[src/rtl/rf_write_arbiter.sv]
// Register-file write-port arbiter: exception > (load FIFO vs ALU, round-robin),
// with a 2-entry load FIFO and a per-register pending-write scoreboard.
module rf_write_arbiter #(
    parameter int ADDR_W  = 4,
    parameter int DATA_W  = 32,
    parameter int FLAGS_W = 32
) (
    input  logic                 sysclk,
    input  logic                 nreset,
    input  logic                 exc_valid,
    input  logic [ADDR_W-1:0]    exc_addr,
    input  logic [DATA_W-1:0]    exc_data,
    input  logic [FLAGS_W-1:0]   exc_flags,
    input  logic                 mem_valid,
    output logic                 mem_ready,
    input  logic [ADDR_W-1:0]    mem_addr,
    input  logic [DATA_W-1:0]    mem_data,
    input  logic                 alu_valid,
    output logic                 alu_ready,
    input  logic [ADDR_W-1:0]    alu_addr,
    input  logic [DATA_W-1:0]    alu_data,
    input  logic                 alu_flags_en,
    input  logic [FLAGS_W-1:0]   alu_flags,
    output logic [ADDR_W-1:0]    RF_Addr_Write,
    output logic [DATA_W-1:0]    RF_Bus_Write,
    output logic                 RF_Load_Write,
    output logic [FLAGS_W-1:0]   RF_Flags_Write,
    output logic                 RF_Load_Flags,
    output logic                 RF_PSR_W_Sel,
    output logic [2**ADDR_W-1:0] pend
);

    logic [ADDR_W-1:0] fifo_addr [2];
    logic [DATA_W-1:0] fifo_data [2];
    logic              rd_ptr;
    logic              wr_ptr;
    logic [1:0]        count;
    logic              rr;
    logic              out_load;

    logic fifo_empty;
    logic grant_alu;
    logic grant_fifo;
    logic push;
    logic pop;

    assign fifo_empty = (count == 2'd0);
    assign mem_ready  = (count < 2'd2);
    assign grant_alu  = alu_valid & ~exc_valid & (fifo_empty | ~rr);
    assign grant_fifo = ~exc_valid & ~fifo_empty & (~alu_valid | rr);
    assign alu_ready  = grant_alu;
    assign push       = mem_valid & mem_ready;
    assign pop        = grant_fifo;

    // FIFO storage carries no reset; validity comes solely from count.
    always_ff @(posedge sysclk) begin
        if (push) begin
            fifo_addr[wr_ptr] <= mem_addr;
            fifo_data[wr_ptr] <= mem_data;
        end
    end

    always_ff @(posedge sysclk or negedge nreset) begin
        if (!nreset) begin
            rd_ptr <= 1'b0;
            wr_ptr <= 1'b0;
            count  <= 2'd0;
            rr     <= 1'b0;
        end else begin
            if (push) wr_ptr <= ~wr_ptr;
            if (pop)  rd_ptr <= ~rd_ptr;
            case ({push, pop})
                2'b10:   count <= count + 2'd1;
                2'b01:   count <= count - 2'd1;
                default: count <= count;
            endcase
            // On contention rr is left pointing at whichever side lost.
            if (!exc_valid && alu_valid && !fifo_empty)
                rr <= grant_alu;
        end
    end

    always_ff @(posedge sysclk or negedge nreset) begin
        if (!nreset) begin
            RF_Addr_Write  <= '0;
            RF_Bus_Write   <= '0;
            RF_Load_Write  <= 1'b0;
            RF_Flags_Write <= '0;
            RF_Load_Flags  <= 1'b0;
            RF_PSR_W_Sel   <= 1'b0;
            out_load       <= 1'b0;
        end else begin
            RF_Load_Write <= exc_valid | grant_alu | grant_fifo;
            RF_Load_Flags <= exc_valid | (grant_alu & alu_flags_en);
            out_load      <= grant_fifo;
            if (exc_valid) begin
                RF_Addr_Write  <= exc_addr;
                RF_Bus_Write   <= exc_data;
                RF_Flags_Write <= exc_flags;
                RF_PSR_W_Sel   <= 1'b1;
            end else if (grant_alu) begin
                RF_Addr_Write  <= alu_addr;
                RF_Bus_Write   <= alu_data;
                RF_Flags_Write <= alu_flags;
                RF_PSR_W_Sel   <= 1'b0;
            end else if (grant_fifo) begin
                RF_Addr_Write  <= fifo_addr[rd_ptr];
                RF_Bus_Write   <= fifo_data[rd_ptr];
            end
        end
    end

    // Pending loads: valid FIFO slots in pop order, plus a load in the output stage.
    always_comb begin
        pend = '0;
        for (int i = 0; i < 2; i++) begin
            if (2'(i) < count)
                pend[fifo_addr[rd_ptr ^ 1'(i)]] = 1'b1;
        end
        if (out_load)
            pend[RF_Addr_Write] = 1'b1;
    end

endmodule

[config.mk]
export PLATFORM = sky130hd
export DESIGN_NAME = rf_write_arbiter
export DESIGN_NICKNAME = d
export VERILOG_FILES = /design/src/rtl/rf_write_arbiter.sv
export SDC_FILE = /design/constraint.sdc
export NUM_CORES = 1
export LEC_CHECK = 0
export CORE_UTILIZATION = 30
export DETAILED_ROUTE_END_ITERATION = 7
export MAX_ROUTING_LAYER = met4
export PLACE_DENSITY = 0.69
export SLEW_MARGIN = 30
export SYNTH_ARGS = -nofsm -noshare
export SYNTH_HDL_FRONTEND = slang
export SYNTH_SLANG_ARGS = --single-unit
[constraint.sdc]
create_clock -name sysclk -period 4.8 [get_ports sysclk]
set_input_delay 0.96 -clock sysclk [delete_from_list [all_inputs] [get_ports sysclk]]
set_output_delay 0.96 -clock sysclk [all_outputs]
set_load 0.02 [all_outputs]
==> impl_metrics.csv <==
group,metric,value,unit
layout,fin_util,44.2,%
routing,postRouteAntennaNets,0,
worst_setup_path,r2r_cells,6,
routing,wire_per_inst,20.0,um
cts,hold_buffers,0,
layout,synthToLayoutAreaGrowth,43.3,%
pwr,pwr-share-clk,24.6,%
logic_synthesis,async_flop_share,51.7,%
sta,rsz0062_at_grt,"no",
routing,drt_iter0_drc,345,
grt,grtUsageMet2,31.5,%
cts,clkLatencyLatePin,0.42,ns
outcome,status,"complete, no violations",
floorplanning,start_util,30.9,%
sta,min_period_over_period,82.0,%
hold_path,hold_class,"reg2reg",
sta,fin_skew,0.0120,ns
cts,cts_tree,"done",
floorplanning,die_y,164,um
routing,drc_errors,0,
placement,placed_area,10600,um^2
floorplanning,num_rows,58,
floorplanning,die_x,164,um
pwr,p_int,3.55,mW
layout,antenna_cells,0,
cts,cts.repair.resized,0,
layout,drive_above_1_share,9.91,%
logic_synthesis,synth_area_per_cell,11.6,um^2
grt,grt_pass1_wl,38100,um
grt,antenna_found_initial,0,
routing,drt-vias-per-instance,5.22,
grt,met3_usage,5.15,%
cts,cts-root-buf,"clkbuf_16",
logic_synthesis,seq_area_frac_synth,52.2,%
pwr,cellPowerDensity,501,nW/um^2
pwr,switchingPower,2.07,mW
pwr,power,5.63,mW
cts,htreeDepth,4,
floorplanning,core,25400,um^2
sta,hold_viol,0,
layout,fin_area,11200,um^2
logic_synthesis,synthesis.area,7840,um^2
logic_synthesis,synth_edf_count,72,
logic_synthesis,synth-warning-count,0,
worst_setup_path,cp.arrival,2.98,ns
job,maxCapViolations,0,
logic_synthesis,syn_nets,855,
hold_path,min_path_cells,2,
worst_setup_path,path_max_fanout,44,
sta,setup_viol,0,
logic_synthesis,synth_cell_type_count,45,
pwr,p_leak,3.99,nW
grt,grt_pass1_vias,6732,
layout,finalNetCount,1086,
grt,grt_max_degree,74,
placement,hpwl,16900,um
sta,holdWs,0.480,ns
sta,worst_slew_pin_slew,0.908,ns
sta,fin_crit,3.94,ns
cts,cts.clk_slew.worst_paths,0.06,ns
cts,cts_buffers,17,
routing,finalWirelength,25000,um
sta,maxSlewViolCount,0,
pwr,swShare,36.9,%
worst_setup_path,worstSetupStartpointType,"flip-flop",
logic_synthesis,syn_inst,674,
pwr,power_frac_seq,34.3,%
layout,final_common_cell,"clkdlybuf4s50_1",
cts,cts_num_sinks,149,
cts,clk_path_buf_depth,2,
layout,most-common-layout-cells,"clkdlybuf4s50_1, dfrtp_1, edfxtp_1",
cts,post-cts-setup-buffer-count,0,
placement,port_buffers,266,
grt,top_usage_layer,"met2",
sta,fin_tns_setup,0,ns
placement,gp_congestion,0.906,
worst_setup_path,worstPathRequired,3.84,ns
pwr,combPwrFrac,41.1,%
logic_synthesis,synth_seq_cells,149,
grt,grt_usage,19.4,%
grt,grt-ovfl-total,0,
sta,slew_headroom,39.5,%
sta,timing.fmax,254,MHz
logic_synthesis,synthFlopType,"dfrtp_1",
routing,vias,6512,
worst_setup_path,critPathKind,"reg2out",
floorplanning,die-area,26800,um^2
floorplanning,ios,267,
pwr,ir_drop,266,uV
grt,grt_util_met1,23.8,%
routing,firstDrtPassIters,5,
worst_setup_path,cp-end-kind,"primary output",
power by group through the flow:
stage | clock, mW | combinational (mW) | sequential, mW
after floorplan | 0 | 1.32 | 2.07
after global placement | 0 | 2.34 | 1.95
after detailed placement | 0 | 2.35 | 1.96
after CTS | 1.42 | 2.36 | 1.94
after global routing | 1.47 | 2.50 | 1.98
final | 1.38 | 2.31 | 1.93
worst max-delay path, stage by stage (launching register included):
cell,delay (ns)
dfrtp_2,0.96
mux2i_2,0.58
o2111ai_1,0.22
o211ai_1,0.15
clkdlybuf4s50_1,0.65
worst paths after layout:
check                            startpoint                 end  slack [ns]
max                                  rd_ptr             pend[3]        0.86
min                        RF_Bus_Write[17]    RF_Bus_Write[17]        0.48
max reg2reg                        count[1]    RF_Addr_Write[2]        2.22
min reg2reg                RF_Bus_Write[17]    RF_Bus_Write[17]        0.48
max in group asynchronous            nreset     RF_Bus_Write[9]        3.24
min in group asynchronous            nreset  RF_Flags_Write[27]        0.54
area by class of cell:
| class | count | area (um^2) |
|---|---|---|
| clock buffer | 18 | 429 |
| clock inverter | 14 | 175 |
| fill | 2406 | 14200 |
| inverter | 6 | 22.5 |
| multi-input combinational | 454 | 3360 |
| sequential | 149 | 4090 |
| tap | 330 | 413 |
| timing repair buffer | 277 | 2740 |
cell usage after synthesis (6+ instances only):
library cell | instances | share of area [%]
o31a_1 | 32 | 3.6
nand2b_1 | 33 | 2.6
dfrtp_1 | 77 | 25
o2111ai_1 | 16 | 1.8
o211ai_1 | 16 | 1.5
a21boi_0 | 25 | 2.4
o31ai_1 | 36 | 3.4
clkbuf_1 | 26 | 1.2
mux2_2 | 36 | 5.2
a21boi_1 | 7 | 0.67
nor2_1 | 7 | 0.34
edfxtp_1 | 72 | 28
buf_2 | 19 | 1.2
buf_6 | 13 | 1.9
nor2b_1 | 41 | 3.3
a221oi_1 | 36 | 4.0
a211oi_1 | 35 | 3.4
and3_1 | 35 | 2.8
and3b_1 | 6 | 0.67
nand2_1 | 52 | 2.5
flip-flops by register name (all words and copies together), names as in the netlist:
| name | cells |
|---|---|
| out_load | 1 |
| RF_Addr_Write | 4 |
| rd_ptr | 1 |
| fifo_data | 64 |
| RF_Load_Flags | 1 |
| rr | 1 |
| RF_PSR_W_Sel | 1 |
| wr_ptr | 1 |
| count | 2 |
| RF_Load_Write | 1 |
| fifo_addr | 8 |
| RF_Flags_Write | 32 |
| RF_Bus_Write | 32 |
stage by stage:
stage	cells	setup WS, ns
2_1_floorplan	674	1.78
3_3_place_gp	1215	1.32
3_5_place_dp	1216	1.32
4_1_cts	1248	0.868
5_1_grt	1248	0.710
6_report	1248	0.862
cells by family (layout without fill, tap and decap cells):
logic type               Yosys count  in the layout  share of synthesized area (%)
AO/OA/AOI/OAI                    215            215                           21.9
XOR/XNOR                           5              5                          0.559
adder cells (fa/ha/maj)            3              3                          0.479
buffers and inverters             71            315                           5.16
flip-flops                       149            149                           52.2
multiplexers                      39             39                           5.78
AND/OR/NAND/NOR                  192            192                           14.0
metal layers:
layer	wire length, um	vias up	part of all wire (%)
li1	-	3069	-
met1	10900	3167	44
met2	12100	253	48
met3	1710	23	6.8
met4	359	0	1.4
met5	0	-	0
Note: power is estimated with default switching activity, not from simulation.
